## config.mk

```make
export PLATFORM = sky130hd
export DESIGN_NAME = rst_sequencer
export DESIGN_NICKNAME = d
export VERILOG_FILES = /design/src/rtl/rst_sequencer.sv
export SDC_FILE = /design/constraint.sdc
export NUM_CORES = 1
export LEC_CHECK = 0
export ABC_AREA = 1
export CAP_MARGIN = 10
export CORE_UTILIZATION = 35
export DETAILED_ROUTE_END_ITERATION = 10
export MAX_ROUTING_LAYER = met4
export PLACE_DENSITY = 0.57
export SYNTH_ARGS = -nofsm -noshare
export SYNTH_HDL_FRONTEND = slang
export SYNTH_SLANG_ARGS = --single-unit
```

## constraint.sdc

```tcl
create_clock -name clkIn -period 2.4 [get_ports clkIn]
set_clock_uncertainty 0.05 [all_clocks]
set_input_delay 0.24 -clock clkIn [delete_from_list [all_inputs] [get_ports clkIn]]
set_output_delay 0.24 -clock clkIn [all_outputs]
set_load 0.005 [all_outputs]
```

## src/rtl/rst_sequencer.sv

```systemverilog
// Reset sequencer for the clocking subsystem: pulses the MMCM reset, waits for stable lock,
// then releases the tx, rx and sys domain resets in strict order, re-sequencing on lock loss.
module rst_sequencer #(
  parameter int MMCM_RST_CYCLES     = 16,
  parameter int LOCK_STABLE_CYCLES  = 1024,
  parameter int LOCK_TIMEOUT_CYCLES = 1048576,
  parameter int STAGE_GAP_CYCLES    = 64,
  parameter int CNT_W               = 8
) (
  input  logic             clkIn,
  input  logic             rstNIn,
  input  logic             mmcm0LockedIn,
  input  logic             mmcm1LockedIn,
  input  logic             swRstIn,
  output logic             mmcmRstOut,
  output logic             rstTxOut,
  output logic             rstRxOut,
  output logic             rstSysOut,
  output logic             readyOut,
  output logic [CNT_W-1:0] retryCntOut,
  output logic [CNT_W-1:0] lockLossCntOut
);

  localparam int TMR_MAX0 = (MMCM_RST_CYCLES > STAGE_GAP_CYCLES) ? MMCM_RST_CYCLES : STAGE_GAP_CYCLES;
  localparam int TMR_MAX  = (LOCK_TIMEOUT_CYCLES > TMR_MAX0) ? LOCK_TIMEOUT_CYCLES : TMR_MAX0;
  localparam int TMR_W    = $clog2(TMR_MAX + 1);
  localparam int STB_W    = $clog2(LOCK_STABLE_CYCLES + 1);

  localparam logic [TMR_W-1:0] TMR_ZERO     = {TMR_W{1'b0}};
  localparam logic [TMR_W-1:0] TMR_ONE      = TMR_W'(32'd1);
  localparam logic [TMR_W-1:0] TMR_RST_LOAD = TMR_W'(MMCM_RST_CYCLES - 1);
  localparam logic [TMR_W-1:0] TMR_TO_LOAD  = TMR_W'(LOCK_TIMEOUT_CYCLES - 1);
  localparam logic [TMR_W-1:0] TMR_GAP_LOAD = TMR_W'(STAGE_GAP_CYCLES - 1);
  localparam logic [STB_W-1:0] STB_ZERO     = {STB_W{1'b0}};
  localparam logic [STB_W-1:0] STB_ONE      = STB_W'(32'd1);
  localparam logic [STB_W-1:0] STB_LAST     = STB_W'(LOCK_STABLE_CYCLES - 1);
  localparam logic [CNT_W-1:0] CNT_ZERO     = {CNT_W{1'b0}};
  localparam logic [CNT_W-1:0] CNT_ONE      = CNT_W'(32'd1);
  localparam logic [CNT_W-1:0] CNT_MAX      = {CNT_W{1'b1}};

  typedef enum logic [2:0] {
    MMCM_RST  = 3'd0,
    WAIT_LOCK = 3'd1,
    REL_TX    = 3'd2,
    REL_RX    = 3'd3,
    REL_SYS   = 3'd4,
    RUN       = 3'd5
  } seqStateT;

  function automatic logic [TMR_W-1:0] reloadFor(input seqStateT s);
    case (s)
      MMCM_RST:               reloadFor = TMR_RST_LOAD;
      WAIT_LOCK:              reloadFor = TMR_TO_LOAD;
      REL_TX, REL_RX, REL_SYS: reloadFor = TMR_GAP_LOAD;
      default:                reloadFor = TMR_ZERO;
    endcase
  endfunction

  function automatic logic [CNT_W-1:0] satInc(input logic [CNT_W-1:0] v);
    satInc = (v == CNT_MAX) ? v : (v + CNT_ONE);
  endfunction

  logic             lock0Meta, lock0Sync, lock1Meta, lock1Sync;
  logic             lockOk;
  seqStateT         state, stateNext;
  logic [TMR_W-1:0] tmr, tmrNext;
  logic [STB_W-1:0] stableCnt, stableCntNext;
  logic [CNT_W-1:0] retryCnt, lossCnt;
  logic             retryInc, lossInc, abortReq;

  assign lockOk         = lock0Sync & lock1Sync;
  assign abortReq       = !lockOk || swRstIn;
  assign retryCntOut    = retryCnt;
  assign lockLossCntOut = lossCnt;

  // Two-flop synchronisers for the asynchronous MMCM lock inputs.
  always_ff @(posedge clkIn or negedge rstNIn) begin
    if (!rstNIn) begin
      lock0Meta <= 1'b0;
      lock0Sync <= 1'b0;
      lock1Meta <= 1'b0;
      lock1Sync <= 1'b0;
    end else begin
      lock0Meta <= mmcm0LockedIn;
      lock0Sync <= lock0Meta;
      lock1Meta <= mmcm1LockedIn;
      lock1Sync <= lock1Meta;
    end
  end

  // Next-state, shared timer and stable-lock counter decode.
  always_comb begin
    stateNext     = state;
    retryInc      = 1'b0;
    lossInc       = 1'b0;
    tmrNext       = tmr;
    stableCntNext = STB_ZERO;
    case (state)
      MMCM_RST: begin
        if (tmr == TMR_ZERO) stateNext = WAIT_LOCK;
        else                 stateNext = MMCM_RST;
      end
      WAIT_LOCK: begin
        // Stable lock takes priority over a timeout expiring on the same cycle.
        if (swRstIn) begin
          stateNext = MMCM_RST;
        end else if (lockOk && (stableCnt == STB_LAST)) begin
          stateNext = REL_TX;
        end else if (tmr == TMR_ZERO) begin
          stateNext = MMCM_RST;
          retryInc  = 1'b1;
        end else begin
          stateNext = WAIT_LOCK;
        end
      end
      REL_TX: begin
        if (abortReq)              stateNext = MMCM_RST;
        else if (tmr == TMR_ZERO)  stateNext = REL_RX;
        else                       stateNext = REL_TX;
      end
      REL_RX: begin
        if (abortReq)              stateNext = MMCM_RST;
        else if (tmr == TMR_ZERO)  stateNext = REL_SYS;
        else                       stateNext = REL_RX;
      end
      REL_SYS: begin
        if (abortReq)              stateNext = MMCM_RST;
        else if (tmr == TMR_ZERO)  stateNext = RUN;
        else                       stateNext = REL_SYS;
      end
      RUN: begin
        if (abortReq) begin
          stateNext = MMCM_RST;
          lossInc   = !lockOk;
        end else begin
          stateNext = RUN;
        end
      end
      default: stateNext = MMCM_RST;
    endcase

    if (stateNext != state)      tmrNext = reloadFor(stateNext);
    else if (tmr != TMR_ZERO)    tmrNext = tmr - TMR_ONE;
    else                         tmrNext = tmr;

    if ((state == WAIT_LOCK) && (stateNext == WAIT_LOCK) && lockOk) stableCntNext = stableCnt + STB_ONE;
    else                                                          stableCntNext = STB_ZERO;
  end

  // State, timers, counters and outputs registered from the next-state decode.
  always_ff @(posedge clkIn or negedge rstNIn) begin
    if (!rstNIn) begin
      state      <= MMCM_RST;
      tmr        <= TMR_RST_LOAD;
      stableCnt  <= STB_ZERO;
      retryCnt   <= CNT_ZERO;
      lossCnt    <= CNT_ZERO;
      mmcmRstOut <= 1'b1;
      rstTxOut   <= 1'b1;
      rstRxOut   <= 1'b1;
      rstSysOut  <= 1'b1;
      readyOut   <= 1'b0;
    end else begin
      state      <= stateNext;
      tmr        <= tmrNext;
      stableCnt  <= stableCntNext;
      retryCnt   <= retryInc ? satInc(retryCnt) : retryCnt;
      lossCnt    <= lossInc ? satInc(lossCnt) : lossCnt;
      mmcmRstOut <= (stateNext == MMCM_RST);
      rstTxOut   <= (stateNext == MMCM_RST) || (stateNext == WAIT_LOCK);
      rstRxOut   <= !(stateNext inside {REL_RX, REL_SYS, RUN});
      rstSysOut  <= !(stateNext inside {REL_SYS, RUN});
      readyOut   <= (stateNext == RUN);
    end
  end

endmodule

```

==> impl_metrics.yaml, run 1 <==
worst_hold_path:
  holdCritPathClass: "in2reg"
grt:
  grt_pass1_wl_um: 10900
  grt_max_degree: 38
  antenna_found_initial: 0
  grt.overflow.total: 0
  grt_pass1_vias: 2427
  grt_usage_pct: 14.6
worst_setup_path:
  end_kind: "flop"
  slowest_delay_ns: 0.37
  worst_path_max_delay_cell: "dfstp_2"
  path_class: "reg2reg"
  critical-path-top-delay-family: "simple AND/OR/NAND/NOR gates"
  cp.arrival_ns: 2.38
  critPathRequiredTime_ns: 2.59
  crit_buf_inv: 4
  regToRegSetupSlack_ns: 0.20
  path_max_fanout: 9
  critPathLaunchType: "flop"
  path_cells: "inv_1, ha_1, nand2_4, nor2_8, nand3_4, nor2_1, nor2_1, nand3_1, nand2_1, inv_2, nand3_4, buf_12, nand2_1, inv_2"
sta:
  tightest_slew_ns: 0.590
  fin_crit_sh_pct: 91.5
  rsz0062_at_grt: "false"
  min_period_ns: 2.20
  fin_ws_ns: 0.203
  slew_viol_final: 0
  fmax_mhz: 455
  max_slew_margin_pct: 60.6
  setup_tns_ns: 0
  hold_viol: 0
  setup_violations: 0
cts:
  clock_sinks: 60
  cts_buffer_depth: 2
  cts_buffers: 9
  cts_tree: "done"
  cts_max_level: 3
  clockRootBuffer: "clkbuf_8"
  clk_pin_slew_worst_paths_ns: 0.07
  clk_latency_ns: 0.34
logic_synthesis:
  synth_area_per_cell_um2: 8.54
  yosys-top-cells-area: "dfrtp_1 40%, nand2_1 9.3%, dfstp_2 6.5%"
  synth_enable_flop_cells: 0
  synthArstFlopShare_pct: 100
  synth_area_um2: 3230
  ys.flop_type: "dfrtp_1"
  syn_inst: 378
  synthDistinctLibCells: 35
  synth_fp_nets: 387
  synth_area_leader_cell: "dfrtp_1"
  yosysWarnings: 0
  synth.most_common_cell: "nand2_1"
  seq_area_frac_synth_pct: 46.8
  ys_ff_latch: 60
  synth_top_area_share_pct: 40.3
  synth_commonest_cells: "80 x nand2_1, 52 x dfrtp_1, 46 x inv_1, 45 x nor2_1, 39 x nand3_1"
power:
  total_leakage_power_uw: 0.00204
  vdd_ir_drop_max_uv: 354
  p_total_uw: 3230
  power.density_nw_per_um2: 829
outcome:
  status: "complete, no violations"
placement:
  dpl_worst_slack_ns: 0.157
  place_congestion: 0.862
  dpl.hpwl_um: 4460
  placed_area_um2: 3620
  port_buffers: 25
cells_and_area:
  multiInputGateArea_um2: 1450
  drive_above_1_share_pct: 15.4
  nets: 427
  n_fill_cell: 855
  area_delta_synth_final_pct: 20.7
  final_area_um2: 3890
  n_antenna_cell: 0
  regArea_um2: 1510
die:
  die-width_um: 98.0
  dieArea_um2: 9610
  ios: 26
  coreArea_um2: 8810
  die_h_um: 98.0
  rows: 34
  start_util_pct: 36.7
routing:
  dr.pass1.iters: 4
  wirelength_um: 6070
  drt_iter0_markers: 67
  antenna_left: 0
  drc_errors: 0
  wl_per_cell_um: 11.4
  via_per_inst: 4.54
  vias: 2411
flow_run:
  drv_cap: 0
## cell families after synthesis
logic type	after synthesis	share of synthesized area, %
buffers and inverters	62	8.33
DFF	60	46.8
AOI/OAI and AO/OA	15	2.56
and+or+nand+nor	200	30.6
muxes	1	0.349
adders and majority gates	4	1.55
xor gates and xnor gates	36	9.77
## per-stage QoR
stage	hold WS [ns]	utilization, %	cells
after floorplan	-0.106	-	378
after global placement	0.212	41.1	512
after detailed placement	0.228	41.1	512
after CTS	0.280	43.8	529
after global routing	0.280	44.2	531
final	0.297	44.2	531
## cell usage in the layout, fill, tap and decap left out, types with 3 or more instances in the layout
cell type	count
nand2_1	80
dfrtp_1	52
inv_1	46
nor2_1	45
nand3_1	39
clkdlybuf4s50_1	24
xor2_1	20
xnor2_1	16
a21oi_1	9
clkbuf_8	9
dfstp_2	8
inv_2	7
nor3_1	7
buf_4	7
nand4_1	6
nor2_2	5
ha_1	4
nand3_4	3
clkinv_4	3
buf_12	3
## layer usage
metal | up-vias | track usage (%) | routed length (um) | share of wire (%)
li1 | 1257 | - | - | -
met2 | 41 | 23.2 | 2790 | 46
met5 | - | - | 0 | 0
met1 | 1102 | 17.9 | 2930 | 48
met4 | 0 | 4.20 | 117 | 1.9
met3 | 11 | 4.65 | 231 | 3.8
## area by class of cell
type                            count  area share [%]
Clock buffer                        9            3.18
Inverter                           55            5.33
Timing Repair Buffer               36            9.44
Multi-Input combinational cell    256            37.2
Clock inverter                      7            2.60
Tap cell                          108            3.47
Sequential cell                    60            38.8
## timing repair
action	4_1_cts	5_1_grt
gates resized for setup	0	0
hold endpoints to repair	15	0
setup buffers	0	2
hold buffers	1	0
setup endpoints to repair	0	8
## report_power, final
group          switching, uW  total (uW)  internal [uW]
Clock                    427        1020            589
Combinational            491         846            355
Sequential               169        1370           1200
Total                   1090        3230           2140
## sequential cells by signal, summed over array words and instances, names as in the netlist
signal	flops
rstTxOut	1
lock1Meta	1
state	3
tmr	21
rstSysOut	1
mmcmRstOut	1
lock1Sync	1
lock0Sync	1
lock0Meta	1
retryCntOut	8
stableCnt	11
rstRxOut	1
readyOut	1
lockLossCntOut	8
## final timing paths
path,startpoint,to,cells after the start
max reg2reg,tmr[0]$_DFFE_PN1P_,tmr[12]$_DFFE_PN0P_,14
min reg2reg,lock1Meta$_DFF_PN0_,lock1Sync$_DFF_PN0_,0
min in group asynchronous,rstNIn,tmr[7]$_DFFE_PN0P_,2
max,tmr[0]$_DFFE_PN1P_,tmr[12]$_DFFE_PN0P_,14
max in group asynchronous,rstNIn,tmr[19]$_DFFE_PN0P_,3
min,mmcm0LockedIn,lock0Meta$_DFF_PN0_,1
Power figures use the tool's default switching activity.
==> run 2, diff against run 1 <==
CORE_UTILIZATION = 55   (was 35)
PLACE_DENSITY = 0.8   (was 0.57)
==> run 2 against run 1 <==
  * Sequential share of layout area increased by 1.4 points
  * Clock power decreased by 22%
  * Critical path type unchanged
  * Largest cell class unchanged
  * Worst hold slack about the same
  * Power decreased by 6.5%
  * Setup slack got worse by 0.035 ns
==> impl_metrics.yaml, run 2 (synthesis gave the netlist of run 1 again) <==
routing:
  vias: 2442
  wl_per_cell_um: 12.1
  antenna_left: 0
  wirelength_um: 5930
  drc_errors: 0
  dr.pass1.iters: 4
  via_per_inst: 4.98
  drt_iter0_markers: 88
power:
  total_leakage_power_uw: 0.00199
  vdd_ir_drop_max_uv: 445
  power.density_nw_per_um2: 803
cells_and_area:
  largest_register_ffs: 21
  nets: 422
  mostFrequentLayoutCell: "nand2_1"
  top_regs: "tmr: 21 flops, stableCnt: 11 flops"
  n_antenna_cell: 0
  top_register: "tmr"
  final_cell_mix: "80 x nand2_1, 52 x dfrtp_1, 46 x inv_1, 44 x nor2_1, 39 x nand3_1"
  drive_above_1_share_pct: 14.1
  area_delta_synth_final_pct: 16.5
worst_setup_path:
  path_class: "reg2reg"
  slowest_delay_ns: 0.37
  path_cells: "inv_1, ha_2, nand2_4, nor2_8, nand3_4, nand2_1, nand4_1, nand3_2, clkinv_2, buf_4, nand3_1, nand2_1, nand2_1, inv_1"
  worst_path_max_delay_cell: "dfstp_2"
  end_kind: "flop"
  critPathLaunchType: "flop"
  path_max_fanout: 13
  cp.arrival_ns: 2.42
  critPathRequiredTime_ns: 2.58
  crit_top_cell: "nand2_1"
cts:
  cts_buffer_depth: 2
  clk_pin_slew_worst_paths_ns: 0.07
  clk_latency_ns: 0.34
  cts_tree: "done"
  clock_sinks: 60
  clockRootBuffer: "clkbuf_8"
  cts_max_level: 3
  cts_buffers: 9
die:
  ios: 26
  dieArea_um2: 6180
  start_util_pct: 57.9
  coreArea_um2: 5570
  rows: 27
  die-width_um: 78.6
  die_h_um: 78.6
sta:
  holdWs_ns: 0.297
  fmax_mhz: 448
  hold_viol: 0
  setup_violations: 0
  fin_ws_ns: 0.168
  max_slew_margin_pct: 53.8
  min_period_ns: 2.23
  tightest_slew_ns: 0.693
  setup_tns_ns: 0
  slew_viol_final: 0
  fin_crit_sh_pct: 93.0
placement:
  port_buffers: 25
  place_congestion: 0.909
  dpl_worst_slack_ns: 0.0696
  dpl.hpwl_um: 4230
grt:
  grt_max_degree: 32
  grt.overflow.total: 0
  grt_pass1_wl_um: 10200
  antenna_found_initial: 0
  grt_usage_pct: 22.4
  grt_pass1_vias: 2318
outcome:
  status: "complete, no violations"
worst_hold_path:
  holdCritPathClass: "reg2reg"
flow_run:
  drv_cap: 0
-- run 2: changes by cell type in the layout (fill, tap and decap cells not counted), sizes merged --
cell	delta
clkbuf	+5
clkinvlp	-2
buf	-5
clkinv	-1
bufinv	-2
-- run 2: layer usage --
metal / GRT usage, % / vias to the layer above / share of wire, % / routed length, um
met4: 10.7 / 0 / 1.7 / 100
met1: 27.0 / 1135 / 45 / 2680
met2: 35.0 / 49 / 49 / 2900
li1: - / 1248 / - / -
met5: - / - / 0 / 0
met3: 5.58 / 10 / 4.3 / 253
-- run 2: layout make-up --
class	instances	area [um^2]
Clock buffer	14	163
Clock inverter	2	10.0
Fill cell	457	1810
Inverter	55	208
Multi-Input combinational cell	256	1460
Sequential cell	60	1510
Tap cell	72	90.1
Timing Repair Buffer	31	322
-- run 2: worst max-delay path, delay by kind of cell, from the launching register on --
family / cells / cell delay (ns)
simple gates: 9 / 0.92
buf+inv: 4 / 0.54
flops: 1 / 0.37
fa+ha+maj: 1 / 0.24
-- run 2: metrics by stage --
| step | area (um^2) | std cells | utilization, % | power (uW) |
|---|---|---|---|---|
| after CTS | 3730 | 489 | 66.9 | 3050 |
| after detailed placement | 3540 | 472 | 63.6 | 2230 |
| after floorplan | 3230 | 378 | - | 2060 |
| after global placement | 3540 | 472 | 63.6 | 2200 |
| final | 3760 | 490 | 67.5 | 3020 |
| after global routing | 3760 | 490 | 67.5 | 3240 |
-- run 2: repair_timing --
action                                 4_1_cts  5_1_grt
resized for setup                            0        4
setup buffers                                0        1
setup endpoints to repair                    0       18
hold buffers                                 1        0
endpoints found under the hold margin       22        0
-- run 2: worst paths after layout --
check                                    startpoint                            end  slack (ns)  cells past startpoint
worst max-delay path             tmr[0]$_DFFE_PN1P_            tmr[16]$_DFFE_PN0P_        0.17                     14
worst min-delay path            lock1Meta$_DFF_PN0_            lock1Sync$_DFF_PN0_        0.30                      0
worst max register to register   tmr[0]$_DFFE_PN1P_            tmr[16]$_DFFE_PN0P_        0.17                     14
worst min register to register  lock1Meta$_DFF_PN0_            lock1Sync$_DFF_PN0_        0.30                      0
max in group asynchronous                    rstNIn         stableCnt[6]$_DFF_PN0_        1.26                      3
min in group asynchronous                    rstNIn  lockLossCntOut[3]$_DFFE_PN0P_        0.44                      2
-- run 2: power by group --
part	total, uW	leakage, uW	internal (uW)	switching [uW]
sequential	1370	0.000775	1200	169
combinational	853	0.00113	357	496
clock	797	0.0000905	429	368
total	3020	0.00199	1990	1030
==> run 3, diff against run 2 <==
CORE_MARGIN = 3   (was not set)
==> run 3 against run 2 <==
  * Sequential power is essentially flat
  * First-iteration DRC count increased by 9.1%
  * Register-to-register slack is essentially flat
  * Critical path depth unchanged
  * Via count rose by 1.6%
  * Maximum frequency rose by 0.51%
  * Routed wire length is 2.9% higher
  * Clock power grew 14%
  * Global-route usage shrank 0.93 points
  * Setup slack gained 0.011 ns
  * Utilization is essentially flat
  * Critical endpoint is now tmr[9]$_DFFE_PN0P_
  * Largest power group unchanged
==> impl_metrics.yaml, run 3 (synthesis gave the netlist of run 1 again) <==
outcome:
  status: "complete, no violations"
cts:
  clockRootBuffer: "clkbuf_8"
  cts_buffers: 9
  clock_sinks: 60
  cts_buffer_depth: 2
  cts_tree: "done"
  clk_latency_ns: 0.34
  cts_max_level: 3
  clk_pin_slew_worst_paths_ns: 0.07
placement:
  dpl.hpwl_um: 4320
  port_buffers: 25
  placed_area_um2: 3540
  place_congestion: 0.940
power:
  p_total_uw: 3140
  pwr-share-clk_pct: 29.0
  power_frac_comb_pct: 27.2
  total_leakage_power_uw: 0.00200
  sw_frac_of_total_pct: 34.4
  p_seq_share_pct: 43.7
  power.density_nw_per_um2: 830
  vdd_ir_drop_max_uv: 470
  switching_power_uw: 1080
  p_int_uw: 2060
die:
  coreArea_um2: 5610
  dieArea_um2: 6820
  rows: 27
  start_util_pct: 57.6
  die_h_um: 82.6
  die-width_um: 82.6
  ios: 26
worst_setup_path:
  path_max_fanout: 13
  end_kind: "flop"
  regToRegSetupSlack_ns: 0.18
  worstReg2RegEnd: "tmr[9]$_DFFE_PN0P_"
  cp.arrival_ns: 2.41
  critPathLaunchType: "flop"
  r2r-start: "tmr[0]$_DFFE_PN1P_"
  critPathRequiredTime_ns: 2.59
  path_class: "reg2reg"
  worstRegToRegCells: 14
routing:
  drt_iter0_markers: 96
  wl_per_cell_um: 12.4
  vias: 2482
  drc_errors: 0
  antenna_left: 0
  dr.pass1.iters: 4
  wirelength_um: 6100
  via_per_inst: 5.05
cells_and_area:
  final_area_um2: 3780
  mostFrequentLayoutCell: "nand2_1"
  drive_above_1_share_pct: 15.0
  top_register: "tmr"
  largest_register_ffs: 21
  top_regs: "tmr: 21 flops, stableCnt: 11 flops"
  n_antenna_cell: 0
  final_cell_mix: "80 x nand2_1, 52 x dfrtp_1, 46 x inv_1, 44 x nor2_1, 39 x nand3_1"
  nets: 423
  area_delta_synth_final_pct: 17.2
grt:
  antenna_found_initial: 0
  grt_usage_pct: 21.4
  grt_max_degree: 34
  grt_pass1_vias: 2507
  grt.overflow.total: 0
  grt_pass1_wl_um: 10700
sta:
  setup_tns_ns: 0
  hold_viol: 0
  setup_violations: 0
  fmax_mhz: 450
  tightest_slew_ns: 0.412
  slew_viol_final: 0
  min_period_ns: 2.22
  fin_crit_sh_pct: 92.5
  max_slew_margin_pct: 72.5
worst_hold_path:
  holdCritPathClass: "in2async"
flow_run:
  drv_cap: 0
-- run 3: routing by layer --
layer | part of all wire, % | wire [um] | global-route usage (%)
met5 | 0 | 0 | -
met4 | 2.5 | 151 | 9.80
met3 | 5.6 | 339 | 6.62
met2 | 47 | 2900 | 34.5
met1 | 45 | 2720 | 24.6
-- run 3: area by class of cell --
| type | instances | area, um^2 |
|---|---|---|
| fill | 450 | 1820 |
| timing repair buffer | 32 | 313 |
| inverter | 55 | 210 |
| clock inverter | 6 | 63.8 |
| multi-input combinational | 256 | 1460 |
| sequential | 60 | 1510 |
| clock buffer | 10 | 138 |
| tap | 72 | 90.1 |
-- run 3: timing repair --
item                                    in CTS  in global routing
setup buffers                                0                  1
endpoints found under the setup margin       0                 20
hold buffers                                 1                  0
hold endpoints to repair                    10                  0
resized for setup                            0                  4
-- run 3: worst max path at each step --
stage,start,slack (ns),cells past startpoint,end
6_report,tmr[0]$_DFFE_PN1P_,0.18,14,tmr[9]$_DFFE_PN0P_
5_1_grt,stableCnt[0]$_DFF_PN0_,-0.02,15,tmr[12]$_DFFE_PN0P_
4_1_cts,tmr[0]$_DFFE_PN1P_,0.11,14,tmr[0]$_DFFE_PN1P_
3_5_place_dp,swRstIn,-0.02,12,tmr[0]$_DFFE_PN1P_
3_3_place_gp,swRstIn,0.13,14,tmr[0]$_DFFE_PN1P_
2_1_floorplan,tmr[0]$_DFFE_PN1P_,0.41,14,tmr[12]$_DFFE_PN0P_
-- run 3: through the flow --
stage | utilization (%) | setup WS (ns) | hold slack, ns | cells
floorplan | - | 0.410 | -0.106 | 378
global placement | 63.1 | 0.132 | 0.0771 | 473
detailed placement | 63.1 | -0.0195 | 0.0814 | 473
CTS | 66.9 | 0.111 | 0.246 | 490
global route | 67.5 | -0.0169 | 0.269 | 491
finish | 67.5 | 0.179 | 0.254 | 491
-- run 3: power groups by stage --
stage / combinational, uW / sequential [uW] / clock [uW]
6_report: 855 / 1370 / 912
5_1_grt: 997 / 1390 / 986
4_1_cts: 857 / 1370 / 939
3_5_place_dp: 835 / 1390 / 0
3_3_place_gp: 823 / 1380 / 0
2_1_floorplan: 717 / 1340 / 0
-- run 3: critical path, stage by stage (launching register included) --
cell and delay (ns):
dfstp_2 0.37, inv_1 0.10, ha_2 0.24, nand2_4 0.09, nor2_8 0.17, nand3_4 0.13, nand2_1 0.14, nand4_1 0.12
nand3_2 0.11, clkinv_2 0.15, buf_4 0.23, nand3_1 0.09, nand2_1 0.05, nand2_1 0.05, inv_1 0.04
